===== src/rtl/tap_mon_pkg.sv =====
// Shared types and defaults for the tap window monitor and its alarm FSM.
package tap_mon_pkg;

    localparam int DW_DEF = 4;
    localparam int SW     = DW_DEF + 2;

    typedef enum logic [1:0] {
        ST_FILL  = 2'd0,
        ST_RUN   = 2'd1,
        ST_ALARM = 2'd2
    } state_e;

endpackage


===== src/rtl/tap_window_monitor_if.sv =====
// Window taps, threshold and clear in; sum, peak and alarm status out.
interface tap_window_monitor_if #(
    parameter int DW   = 4,
    parameter int CNTW = 8
);
    logic            Ce;
    logic [DW-1:0]   Din;
    logic [DW-1:0]   Dout2;
    logic [DW-1:0]   Dout1;
    logic [DW-1:0]   Dout;
    logic [DW+1:0]   Thr;
    logic            Clr;
    logic [DW+1:0]   Sum;
    logic            Valid;
    logic            Alarm;
    logic [DW+1:0]   Peak;
    logic [CNTW-1:0] AlarmCnt;

    modport master (
        output Ce, Din, Dout2, Dout1, Dout, Thr, Clr,
        input  Sum, Valid, Alarm, Peak, AlarmCnt
    );

    modport slave (
        input  Ce, Din, Dout2, Dout1, Dout, Thr, Clr,
        output Sum, Valid, Alarm, Peak, AlarmCnt
    );
endinterface


===== src/rtl/tap_alarm_fsm.sv =====
// Hysteresis FSM: HOLD consecutive over evaluations enter ALARM, HOLD
// consecutive non-over evaluations leave it. Only update edges are evaluated.
module tap_alarm_fsm
    import tap_mon_pkg::*;
#(
    parameter int HOLD = 2
) (
    input  logic CLK,
    input  logic RST,
    input  logic i_upd,
    input  logic i_over,
    output logic o_alarm,
    output logic o_entry
);

    localparam int CW = $clog2(HOLD + 1);

    localparam logic [1:0] S_FILL  = ST_FILL;
    localparam logic [1:0] S_RUN   = ST_RUN;
    localparam logic [1:0] S_ALARM = ST_ALARM;

    logic [1:0]    r_state;
    logic [CW-1:0] r_hi_cnt;
    logic [CW-1:0] r_lo_cnt;
    logic [CW-1:0] w_hi_inc;
    logic [CW-1:0] w_lo_inc;
    logic          w_entry;
    logic          w_exit;

    assign w_hi_inc = r_hi_cnt + CW'(1);
    assign w_lo_inc = r_lo_cnt + CW'(1);

    // Entry is decoded combinationally so the event counter bumps on the same edge Alarm rises.
    assign w_entry = i_upd && (r_state != S_ALARM) && i_over && (w_hi_inc == CW'(HOLD));
    assign w_exit  = i_upd && (r_state == S_ALARM) && !i_over && (w_lo_inc == CW'(HOLD));

    // NOTE: state registers use non-blocking assignments so every flop samples pre-edge values.
    always_ff @(posedge CLK or posedge RST) begin
        if (RST) begin
            r_state  <= S_FILL;
            r_hi_cnt <= '0;
            r_lo_cnt <= '0;
        end else if (i_upd) begin
            if (r_state == S_ALARM) begin
                if (i_over) begin
                    r_lo_cnt <= '0;
                end else if (w_exit) begin
                    r_state  <= S_RUN;
                    r_lo_cnt <= '0;
                end else begin
                    r_lo_cnt <= w_lo_inc;
                end
            end else begin
                // FILL evaluates its first update edge exactly like RUN.
                if (!i_over) begin
                    r_state  <= S_RUN;
                    r_hi_cnt <= '0;
                end else if (w_entry) begin
                    r_state  <= S_ALARM;
                    r_hi_cnt <= '0;
                end else begin
                    r_state  <= S_RUN;
                    r_hi_cnt <= w_hi_inc;
                end
            end
        end
    end

    assign o_alarm = (r_state == S_ALARM);
    assign o_entry = w_entry;

endmodule


===== src/rtl/tap_window_monitor.sv =====
// Sums the shift chain's 4-sample window once the chain is full, tracks the
// peak sum and counts alarm entries of the hysteresis FSM.
module tap_window_monitor
    import tap_mon_pkg::*;
#(
    parameter int DW   = DW_DEF,
    parameter int HOLD = 2,
    parameter int CNTW = 8
) (
    input logic                 CLK,
    input logic                 RST,
    tap_window_monitor_if.slave bus
);

    localparam int SUM_W = DW + 2;

    logic [1:0]       r_fill;
    logic [SUM_W-1:0] r_sum;
    logic             r_valid;
    logic [SUM_W-1:0] r_peak;
    logic [CNTW-1:0]  r_cnt;
    logic             w_upd;
    logic [SUM_W-1:0] w_sum;
    logic             w_over;
    logic             w_entry;
    logic             w_alarm;

    // Taps hold reset zeros until three Ce edges have shifted real samples in.
    assign w_upd  = bus.Ce && (r_fill == 2'd3);
    assign w_sum  = SUM_W'(bus.Din) + SUM_W'(bus.Dout2) + SUM_W'(bus.Dout1) + SUM_W'(bus.Dout);
    assign w_over = (w_sum > bus.Thr);

    always_ff @(posedge CLK or posedge RST) begin
        if (RST) begin
            r_fill <= 2'd0;
        end else if (bus.Ce && (r_fill != 2'd3)) begin
            r_fill <= r_fill + 2'd1;
        end
    end

    always_ff @(posedge CLK or posedge RST) begin
        if (RST) begin
            r_sum   <= '0;
            r_valid <= 1'b0;
        end else if (w_upd) begin
            r_sum   <= w_sum;
            r_valid <= 1'b1;
        end
    end

    // Clr restarts peak tracking from the window being summed on the same edge.
    always_ff @(posedge CLK or posedge RST) begin
        if (RST) begin
            r_peak <= '0;
        end else if (bus.Clr) begin
            r_peak <= w_upd ? w_sum : '0;
        end else if (w_upd && (w_sum > r_peak)) begin
            r_peak <= w_sum;
        end
    end

    always_ff @(posedge CLK or posedge RST) begin
        if (RST) begin
            r_cnt <= '0;
        end else if (bus.Clr) begin
            r_cnt <= w_entry ? CNTW'(1) : '0;
        end else if (w_entry && (r_cnt != {CNTW{1'b1}})) begin
            r_cnt <= r_cnt + CNTW'(1);
        end
    end

    tap_alarm_fsm #(
        .HOLD (HOLD)
    ) u_fsm (
        .CLK     (CLK),
        .RST     (RST),
        .i_upd   (w_upd),
        .i_over  (w_over),
        .o_alarm (w_alarm),
        .o_entry (w_entry)
    );

    assign bus.Sum      = r_sum;
    assign bus.Valid    = r_valid;
    assign bus.Alarm    = w_alarm;
    assign bus.Peak     = r_peak;
    assign bus.AlarmCnt = r_cnt;

endmodule


===== src/flat_wrapper.sv =====
// flat-port wrapper written by rule: the top's interface ports become plain ports
module tap_window_monitor_flat import tap_mon_pkg::*;
#(
    parameter int DW   = DW_DEF,
    parameter int HOLD = 2,
    parameter int CNTW = 8
)
  (CLK, RST, bus_Ce, bus_Din, bus_Dout2, bus_Dout1, bus_Dout, bus_Thr, bus_Clr, bus_Sum, bus_Valid, bus_Alarm, bus_Peak, bus_AlarmCnt);
  tap_window_monitor_if #(.DW(DW), .CNTW(CNTW)) bus_i ();
  input logic CLK;
  input logic RST;
  input wire logic [$bits(bus_i.Ce)-1:0] bus_Ce;
  input wire logic [$bits(bus_i.Din)-1:0] bus_Din;
  input wire logic [$bits(bus_i.Dout2)-1:0] bus_Dout2;
  input wire logic [$bits(bus_i.Dout1)-1:0] bus_Dout1;
  input wire logic [$bits(bus_i.Dout)-1:0] bus_Dout;
  input wire logic [$bits(bus_i.Thr)-1:0] bus_Thr;
  input wire logic [$bits(bus_i.Clr)-1:0] bus_Clr;
  output wire logic [$bits(bus_i.Sum)-1:0] bus_Sum;
  output wire logic [$bits(bus_i.Valid)-1:0] bus_Valid;
  output wire logic [$bits(bus_i.Alarm)-1:0] bus_Alarm;
  output wire logic [$bits(bus_i.Peak)-1:0] bus_Peak;
  output wire logic [$bits(bus_i.AlarmCnt)-1:0] bus_AlarmCnt;
  assign bus_i.Ce = bus_Ce;
  assign bus_i.Din = bus_Din;
  assign bus_i.Dout2 = bus_Dout2;
  assign bus_i.Dout1 = bus_Dout1;
  assign bus_i.Dout = bus_Dout;
  assign bus_i.Thr = bus_Thr;
  assign bus_i.Clr = bus_Clr;
  assign bus_Sum = bus_i.Sum;
  assign bus_Valid = bus_i.Valid;
  assign bus_Alarm = bus_i.Alarm;
  assign bus_Peak = bus_i.Peak;
  assign bus_AlarmCnt = bus_i.AlarmCnt;
  tap_window_monitor #(.DW(DW), .HOLD(HOLD), .CNTW(CNTW)) u_core (.CLK(CLK), .RST(RST), .bus(bus_i));
endmodule

===== config.mk =====
export PLATFORM = sky130hd
export DESIGN_NAME = tap_window_monitor_flat
export DESIGN_NICKNAME = d
export VERILOG_FILES = /design/src/rtl/tap_mon_pkg.sv /design/src/rtl/tap_window_monitor_if.sv /design/src/rtl/tap_alarm_fsm.sv /design/src/rtl/tap_window_monitor.sv /design/src/flat_wrapper.sv
export SDC_FILE = /design/constraint.sdc
export NUM_CORES = 1
export LEC_CHECK = 0
export ABC_CLOCK_PERIOD_IN_PS = 2000
export CAP_MARGIN = 20
export CORE_MARGIN = 2
export CORE_UTILIZATION = 50
export CTS_CLUSTER_SIZE = 20
export DETAILED_ROUTE_END_ITERATION = 10
export GPL_ROUTABILITY_DRIVEN = 0
export GPL_TIMING_DRIVEN = 0
export PLACE_DENSITY = 0.78
export SYNTH_ARGS = -nofsm -noshare
export SYNTH_HDL_FRONTEND = slang
export SYNTH_SLANG_ARGS = --single-unit

===== constraint.sdc =====
create_clock -name CLK -period 2 [get_ports CLK]
set_input_delay 0.4 -clock CLK [delete_from_list [all_inputs] [get_ports CLK]]
set_output_delay 0.4 -clock CLK [all_outputs]
set_load 0.01 [all_outputs]

# [After elaboration in Yosys (flattened, before gate mapping)]
# Cells that the tools add are included.
# Widths: inputs -> output; s select.
[word_totals] regBits=29 latch_bits=0 ramBits=0 romBits=0 inputBits=26 output_inout_bits=22 mem_count=0
[op_classes] n_addsub=7 n_mul=0 div=0 order_cmp=2 eq_ne=9 shift=0 mux=15 bitwise=1 n_reduce_logical=16
[ops] op="$mux 2" n=9
[ops] op="$mux 6" n=3
[ops] op="$mux 8" n=2
[ops] op="$add 6x4->6" n=2
[ops] op="$gt 6x6->1" n=2
[ops] op="$logic_and 1x1->1" n=10
[ops] op="$add 8x1->8 const B" n=1
[ops] op="$eq 2x2->1 const B" n=4
[ops] op="$ne 8x8->1 const B" n=1
[ops] op="$add 2x1->2 const B" n=3
[ops] op="$ne 2x2->1 const B" n=3
[ops] op="$add 4x4->5" n=1
[ops] op="$reduce_and 2->1" n=2
[ops] op="$reduce_bool 2->1" n=2
[ops] op="$reduce_and 3->1" n=1
[ops] op="$ne 2x1->1 const B" n=1
[ops] op="$logic_not 1->1" n=1
[ops] op="$mux 1" n=1
[ops] op="$not 1->1" n=1

# [Logic depth before layout (Yosys ltp)]
# Gate-level depths: netlist of the first run.
[depth] ltp_word=10 ltp_mapped=18

# [Modules after synthesis]
# A second synthesis of the first run with hierarchy kept.
[unflattened] cells_unflattened=189 hier_area_um2=2003.2
[modules_own_cells] module="tap_window_monitor" instances=1 cells_each=158 area_per_inst_um2=1669.1 seq_area_each_um2=575.6
[modules_own_cells] module="tap_alarm_fsm" instances=1 cells_each=31 area_per_inst_um2=334.1 seq_area_each_um2=150.1

# [Worst setup path after synthesis of the first run]
# Ideal clock, no wire load.
[synth_path] path_type="input port to flip-flop" from="input port bus_Dout2[0]" to="register u_core.r_cnt[5] (netlist: u_core.bus.AlarmCnt[5])" arrival_ns=3.844 slack_ns=-1.969 stages=18 path_cell_list="ha_1 > fa_1 > inv_1 > fa_1 > inv_1 > ha_1 > inv_1 > fa_1 > nor2b_1 > o21ai_0 > nand2b_1 > ha_1 > nand4_2 > a2bb2oi_2 > nand2_1 > buf_6 > nor4_1 > mux2_2"
[synth_via] elab_chain_cells=8
[synth_rtl] element="from (decl)" line="flat_wrapper.sv:14" source="input wire logic [$bits(bus_i.Dout2)-1:0] bus_Dout2;"
[synth_rtl] element="$add 4x4->5" line="tap_window_monitor.sv:30" source="assign w_sum = SUM_W'(bus.Din) + SUM_W'(bus.Dout2) + SUM_W'(bus.Dout1) + SUM_W'(bus.Dout);"
[synth_rtl] element="$add 6x4->6 (2 in a row)" line="tap_window_monitor.sv:30"
[synth_rtl] element="via u_core.w_sum[5]" line="tap_window_monitor.sv:23" source="logic [SUM_W-1:0] w_sum;"
[synth_rtl] element="$gt 6x6->1" line="tap_window_monitor.sv:31" source="assign w_over = (w_sum > bus.Thr);"
[synth_rtl] element="$logic_and 1x1->1 (2 in a row)" line="tap_alarm_fsm.sv:34" source="assign w_entry = i_upd && (r_state != S_ALARM) && i_over && (w_hi_inc == CW'(HOLD));"
[synth_rtl] element="$logic_and 1x1->1" line="tap_window_monitor.sv:67" source="end else if (w_entry && (r_cnt != {CNTW{1'b1}})) begin"
[synth_rtl] element="$reduce_bool 2->1 (no source line)"
[synth_rtl] element="to (signal assigned)" line="tap_window_monitor.sv:66" source="r_cnt <= w_entry ? CNTW'(1) : '0;"
[synth_rtl] element="to (signal assigned)" line="tap_window_monitor.sv:68" source="r_cnt <= r_cnt + CNTW'(1);"
[synth_rtl] element="to (decl)" line="tap_window_monitor.sv:21" source="logic [CNTW-1:0] r_cnt;"
# The timed path passes the listed nets, and every way through them passes these cells.
# A chain may end at the register's enable or synchronous reset.

# [Worst setup path after layout of the first run]
[layout_path] from="input port bus_Dout2[0]" to="register u_core.r_cnt[3] (netlist: u_core.bus.AlarmCnt[3])"
# The elaborated chain is that of the path after synthesis.

==> metrics.md, run 1 <==
| Metric | Value |
|---|---|
| Post-synthesis cell type count | `42` |
| Crit path launch | `bus_Dout2[0]` |
| Post-synth EDFFs | `0` |
| Synthesized flop and latch total | `29` |
| Total track usage | `28.09%` |
| DRC viols | `0` |
| Max Slew Vio Count | `0` |
| Syn Inst Count | `214` |
| Hpwl dp | `3857 µm` |
| Initial antenna violation count | `0` |
| Seq/Total Area, Yosys | `35.17%` |
| I/O pins | `48` |
| CP Data Required Time | `2140 ps` |
| Hold Path Class | `input port to asynchronous set/reset pin` |
| CP Data Arrival Time | `4070 ps` |
| Tmin final | `3927 ps` |
| Synth top area share | `35.17%` |
| 1st-pass router iterations | `4` |
| Maximum VDD drop | `913.0 µV` |
| Most numerous cell in the Yosys netlist | `inv_1` |
| Height of the die | `68.24 µm` |
| CORE AREA | `3971 µm²` |
| Syn nets | `270` |
| Die area | `4656 µm²` |
| Share of total power in the clock network | `12.1%` |
| Leak | `0.001437 µW` |
| Clk_skew | `6.817 ps` |
| Crit end category | `register` |
| Sw power | `1611 µW` |
| Synth Flop Type | `dfrtp_1` |
| Syn. warnings | `0` |
| Global-route wire length before repair | `9335 µm` |
| R2R setup slack | `-60 ps` |
| Top cells by count, synth | `inv_1, dfrtp_1, ha_1` |
| RSZ-0062 raised after global routing | `yes` |
| Launch point of the worst reg-to-reg path | `u_core.bus.AlarmCnt[0]$_DFFE_PP0P_` |
| Setup ws final | `-1927 ps` |
| Largest net degree at the start of global routing | `24` |
| Critical Path Fanout Max | `6` |
| Htree depth | `2` |
| Pwr Density | `1186 nW/µm²` |
| Clk_lat worst skew | `290 ps` |
| Achievable Freq | `254.6 MHz` |
| Dpl cell area | `2718 µm²` |
| Register area | `725.7 µm²` |
| Hold Fails Final Rpt | `0` |
| Worst r2r dst | `u_core.bus.AlarmCnt[5]$_DFFE_PP0P_` |
| Pint | `2305 µW` |
| Max Cap Viol | `0` |
| Worst-path clk slew | `70 ps` |
| Reg power frac | `22.6%` |
| Routed len/inst | `17.70 µm` |
| Vias in the first global route | `2,025` |
| Final setup fails | `25` |
| # diodes | `0` |
| Cell area after layout | `3302 µm²` |
| Post-route ant nets | `0` |
| CTS buffer count | `5` |
| Layout Nets | `343` |
| Clock sinks | `29` |
| Failing checks | `setup timing` |
| Logic gate share of total power | `65.3%` |
| Die width | `68.24 µm` |
| Measured slew at the worst slew-check pin | `544.3 ps` |
| DRT Wirelength | `5981 µm` |
| Synth async-reset ratio | `100.0%` |
| Period Utilization, post-route | `196.4%` |
| CTS Buffer Depth | `2` |
| Fill cell count | `217` |
| Setup TNS | `-39,860 ps` |
| Syn-to-layout area delta | `60.04%` |
| Post-Syn Area | `2063 µm²` |
| R2R depth | `7` |
| First-iteration detailed-routing DRC count | `116` |
| Post-CTS Hold Buffers | `0` |
| Average size of a mapped cell | `9.641 µm²` |
| Relative slew slack | `63.71%` |
| Layout cell share with drive strength beyond 1 | `32.99%` |
| Clk root buf | `clkbuf_8` |
| Cell row count | `23` |
| DR vias | `1,907` |
| Status | `finished with violations` |
| Multi-input logic area | `1587 µm²` |
| Top post-synthesis cells by area | `dfrtp_1, ha_1, inv_1` |
| Grt ovf | `0` |
| Initial Util | `51.95%` |
| Crit path kind | `input port to register` |
| Synth area leader | `dfrtp_1` |
| Startpoint types | `input port` |
| I/O Buffers | `47` |
| Vias per cell | `5.642` |
| CTS tree | `built` |
| Sw frac | `41.13%` |
-- cell type report --
cell class | instances | share of cell area, %
multi-input cells | 143 | 48.05
clock inverters | 2 | 0.3031
clock buffers | 6 | 2.198
repair buffers | 67 | 20.31
inverters | 37 | 4.206
plain buffers | 4 | 1.061
flip-flops and latches | 29 | 21.98
well taps | 50 | 1.895
-- registers in the layout, indices dropped and copies added, names as in the netlist --
register and cells:
u_core.bus.Peak 6, u_core.bus.Sum 6, u_core.u_fsm.r_lo_cnt 2, u_core.r_fill 2, u_core.u_fsm.r_state 2, u_core.u_fsm.r_hi_cnt 2
u_core.bus.AlarmCnt 8, u_core.bus.Valid 1
-- worst max-delay path, stage by stage --
cell and delay [ps]:
buf_6 100, ha_4 160, fa_2 410, xnor2_2 160
fa_1 560, inv_1 60, ha_1 290, a21o_1 170
a21oi_2 170, xnor2_2 130, ha_4 300, nand4_4 140
buf_12 160, a21oi_4 150, nor2_4 80, buf_6 150
buf_6 140, o31ai_4 210, a21oi_1 110
-- power by group through the flow --
stage,Combinational (µW),Clock [µW],Sequential [µW]
6_report,2560,473,885
4_1_cts,2330,477,880
3_5_place_dp,1760,0,886
5_1_grt,2750,514,905
3_3_place_gp,1680,0,870
2_1_floorplan,1140,0,906
-- kinds of logic (layout without fill, tap and decap cells) --
kind of cell	after synthesis	after routing	share of synthesized area [%]
flops	29	29	35.17
mux	6	6	3.274
buf+inv	42	116	8.490
compound gates	49	49	15.89
fa+ha+maj	30	30	20.38
xor+xnor	5	5	2.122
simple gates	53	53	14.68
-- worst max-delay path by stage --
stage                                         end  slack [ps]
2_1_floorplan  u_core.bus.AlarmCnt[5]$_DFFE_PP0P_       -1840
3_3_place_gp   u_core.bus.AlarmCnt[5]$_DFFE_PP0P_       -2570
3_5_place_dp   u_core.bus.AlarmCnt[5]$_DFFE_PP0P_       -2670
4_1_cts        u_core.bus.AlarmCnt[7]$_DFFE_PP0P_       -1890
5_1_grt        u_core.bus.AlarmCnt[3]$_DFFE_PP0P_       -2030
6_report       u_core.bus.AlarmCnt[3]$_DFFE_PP0P_       -1930
-- metal layers --
metal  GRT usage, %  up-vias  wire length (µm)
met5              0        -                 0
met4          12.75        0               164
met3          6.579       17               239
met2          50.12       56              3208
met1          31.55      950              2369
li1               -      884                 -
-- metrics by stage --
stage / cells / hold WS, ps / power [µW] / utilization, % / worst slack [ps]
floorplan: 214 / 443.2 / 2045 / - / -1839
global placement: 311 / 455.6 / 2551 / 67.74 / -2569
detailed placement: 312 / 461.9 / 2651 / 68.43 / -2668
CTS: 334 / 396.2 / 3684 / 79.43 / -1889
global route: 338 / 423.1 / 4172 / 83.14 / -2034
finish: 338 / 385.5 / 3916 / 83.14 / -1927
-- cell usage in the layout, fill, tap and decap left out, types with 2 or more instances in the layout --
cell type,count
a21o_1,6
a21oi_1,7
a21oi_2,7
a22o_1,7
buf_2,2
buf_4,12
buf_6,9
clkbuf_1,2
clkbuf_8,5
clkdlybuf4s50_1,40
clkinv_2,2
dfrtp_1,29
dlygate4sd2_1,3
fa_1,4
fa_2,2
ha_1,13
ha_4,11
inv_1,32
inv_2,5
mux2_4,5
nand2_1,11
nand2b_1,3
nand3_1,6
nor2_1,6
nor2_4,2
nor2b_1,2
nor3_1,2
o21ai_0,4
o21ai_1,4
o21ai_4,2
o31ai_4,4
o41ai_2,2
or2_4,2
or4_1,3
xnor2_2,2
-- what timing repair did --
item / in CTS / in global routing
buffers inserted: 15 / 5
gates resized for setup: 62 / 22
endpoints found under the hold margin: 0 / 0
pin swaps: 25 / 29
setup endpoints to repair: 26 / 25
Power figures use the tool's default switching activity.
==> inputs of run 2 (changes only) <==
--- a/config.mk
+++ b/config.mk
@@ -13,6 +13,7 @@
 export DETAILED_ROUTE_END_ITERATION = 10
 export GPL_ROUTABILITY_DRIVEN = 0
 export GPL_TIMING_DRIVEN = 0
+export HOLD_SLACK_MARGIN = 0.15
 export PLACE_DENSITY = 0.78
 export SYNTH_ARGS = -nofsm -noshare
 export SYNTH_HDL_FRONTEND = slang
==> results of run 2 <==
No change in the layout: final DEF, timing and power equal those of run 1.
==> inputs of run 3 (changes only) <==
--- a/config.mk
+++ b/config.mk
@@ -15,6 +15,8 @@
 export GPL_TIMING_DRIVEN = 0
 export HOLD_SLACK_MARGIN = 0.15
 export PLACE_DENSITY = 0.78
+export SETUP_SLACK_MARGIN = 0.02
+export SLEW_MARGIN = 20
 export SYNTH_ARGS = -nofsm -noshare
 export SYNTH_HDL_FRONTEND = slang
 export SYNTH_SLANG_ARGS = --single-unit
==> run 3 against run 2 <==
Compared with the run above: worst setup slack improved by 43 ps; largest power group unchanged; maximum frequency is 1.1% higher; the flow still finishes with violations (setup timing); sequential cell count unchanged; final area rose by 0.53%; core utilization grew 0.44 points; count of clock-buffer cells in the layout unchanged; routed wire length rose by 4.6%; clock power increased by 2%; via count grew 1.8%; clock skew decreased by 0.80 ps.
==> metrics.md, run 3 (synthesized netlist as in run 1, its figures left out) <==
| Metric | Value |
|---|---|
| Status | `finished with violations` |
| Failing checks | `setup timing` |
| CTS tree | `built` |
| Grt ovf | `0 (unchanged)` |
| Final setup fails | `25 (unchanged)` |
| Pwr Density | `1211 nW/µm² (+2.1%)` |
| CTS buffer count | `5 (unchanged)` |
| Post-CTS Hold Buffers | `0 (unchanged)` |
| I/O pins | `48 (unchanged)` |
| Leak | `0.001452 µW (+1.0%)` |
| Slowest-stage cell, CP | `fa_2` |
| Fill cell count | `208 (-4.1%)` |
| DRC viols | `0 (unchanged)` |
| Measured slew at the worst slew-check pin | `636.5 ps (+92.23 ps)` |
| Layout Nets | `349 (+1.7%)` |
| Max Cap Viol | `0 (unchanged)` |
| 1st-pass router iterations | `4 (unchanged)` |
| Clk_skew | `6.015 ps (-0.8018 ps)` |
| First-iteration detailed-routing DRC count | `178 (+53%)` |
| Height of the die | `68.24 µm (unchanged)` |
| Hold Fails Final Rpt | `0 (unchanged)` |
| Cell area after layout | `3319 µm² (+0.53%)` |
| Post-route ant nets | `0 (unchanged)` |
| Clk_lat worst skew | `290 ps (about the same)` |
| Critical Path Fanout Max | `7 (+1)` |
| CP cell instances | `buf_6 > ha_4 > fa_2 > inv_2 > fa_1 > inv_2 > ha_4 > inv_2 > fa_2 > nor2b_1 > o21ai_1 > nand2b_1 > ha_4 > a21oi_1 > o21ai_4 > nor2_4 > buf_6 > buf_6 > o31ai_2 > a21oi_1` |
| Achievable Freq | `257.5 MHz (+1.1%)` |
| Initial antenna violation count | `0 (unchanged)` |
| Hold Path Class | `register to register` |
| Vias per cell | `5.645 (about the same)` |
| Setup ws final | `-1884 ps (+43.33 ps)` |
| Pre-CTS setup slack | `-2658 ps (+9.740 ps)` |
| Startpoint types | `input port` |
| Relative slew slack | `57.50% (-6.2 points)` |
| Htree depth | `2 (unchanged)` |
| Period Utilization, post-route | `194.2% (-2.2 points)` |
| Crit path largest cell delay | `540 ps (-20 ps)` |
| Clock sinks | `29 (unchanged)` |
| Routed len/inst | `18.18 µm (+2.8%)` |
| Hpwl dp | `3747 µm (-2.9%)` |
| Crit path kind | `input port to register` |
| Tmin final | `3884 ps (-43.33 ps)` |
| Multi-input logic area | `1584 µm² (-0.16%)` |
| CP Data Required Time | `2200 ps (+60 ps)` |
| Register area | `725.7 µm² (unchanged)` |
| Setup TNS | `-39,430 ps (+427.2 ps)` |
| Worst-path clk slew | `60 ps (about the same)` |
| Vias in the first global route | `2,054 (+1.4%)` |
| CP Data Arrival Time | `4080 ps (about the same)` |
| Most common cell after layout, fill and taps aside | `clkdlybuf4s50_1` |
| I/O Buffers | `47 (unchanged)` |
| DRT Wirelength | `6255 µm (+4.6%)` |
| RSZ-0062 raised after global routing | `yes` |
| CTS Buffer Depth | `2 (unchanged)` |
| Max Slew Vio Count | `0 (unchanged)` |
| Max reg flops | `8 (unchanged)` |
| Global-route wire length before repair | `9908 µm (+6.1%)` |
| Layout cell share with drive strength beyond 1 | `36.39% (+3.4 points)` |
| Die width | `68.24 µm (unchanged)` |
| Initial Util | `51.95% (unchanged)` |
| Total track usage | `30.17% (+2.1 points)` |
| Most frequent cells in the layout | `clkdlybuf4s50_1, inv_1, dfrtp_1, buf_4, ha_1` |
| Maximum VDD drop | `871.3 µV (-4.6%)` |
| Post-layout power | `4020 µW (+2.7%)` |
| Cell row count | `23 (unchanged)` |
| Dpl cell area | `2690 µm² (-1.0%)` |
| Clk root buf | `clkbuf_8` |
| # diodes | `0 (unchanged)` |
| CORE AREA | `3971 µm² (unchanged)` |
| DR vias | `1,942 (+1.8%)` |
| Crit end category | `register` |
| Syn-to-layout area delta | `60.89%` |
| Largest net degree at the start of global routing | `30 (+25%)` |
| Fin util | `83.59% (+0.44 points)` |
| Die area | `4656 µm² (unchanged)` |
[run 3: metrics by stage]
stage / cells / hold slack (ps)
2_1_floorplan: 214 / 443.2
3_3_place_gp: 311 / 455.6
3_5_place_dp: 311 / 464.2
4_1_cts: 341 / 478.7
5_1_grt: 344 / 508.9
6_report: 344 / 479.1
[run 3: worst max-delay path, delay by kind of cell]
family	cells	cell delay [ps]
fa+ha+maj	6	1920
compound gates	5	710
buf+inv	6	550
simple gates	3	520
[run 3: where the power goes]
group,switching (µW),leakage [µW],internal (µW)
combinational,1300,0.00103,1360
clock,240,0.0000450,241
sequential,126,0.000375,755
total,1660,0.00145,2360
[run 3: cell type report]
type,instances,area share (%)
sequential,29,21.86
timing repair buffer,73,20.92
multi-input combinational,143,47.72
clock inverter,2,0.3015
buffer,4,0.9423
clock buffer,6,2.186
tap,50,1.885
inverter,37,4.184
[run 3: repair_timing]
item | in CTS | in global routing
endpoints found under the setup margin | 26 | 25
pin swaps | 40 | 21
buffers inserted | 23 | 3
gates resized for setup | 78 | 13
[run 3: layer usage]
layer  wire, µm  GRT usage (%)  vias up
met2       3328          53.64       71
li1           -              -      896
met4        199          14.50        0
met1       2438          34.97      953
met5          0              0        -
met3        288          5.099       22
[run 3: worst paths after layout]
check                                              startpoint                                 end  slack, ps  depth (start not counted)
setup / recovery                                 bus_Dout2[0]  u_core.bus.AlarmCnt[3]$_DFFE_PP0P_      -1880                         20
hold / removal                   u_core.bus.Valid$_DFFE_PP0P_        u_core.bus.Valid$_DFFE_PP0P_        480                          1
setup reg to reg           u_core.bus.AlarmCnt[0]$_DFFE_PP0P_  u_core.bus.AlarmCnt[6]$_DFFE_PP0P_        -60                          7
hold reg to reg                  u_core.bus.Valid$_DFFE_PP0P_        u_core.bus.Valid$_DFFE_PP0P_        480                          1
max in group asynchronous                                 RST      u_core.bus.Peak[3]$_DFFE_PP0P_       1070                          2
min in group asynchronous                                 RST  u_core.bus.AlarmCnt[0]$_DFFE_PP0P_        520                          2
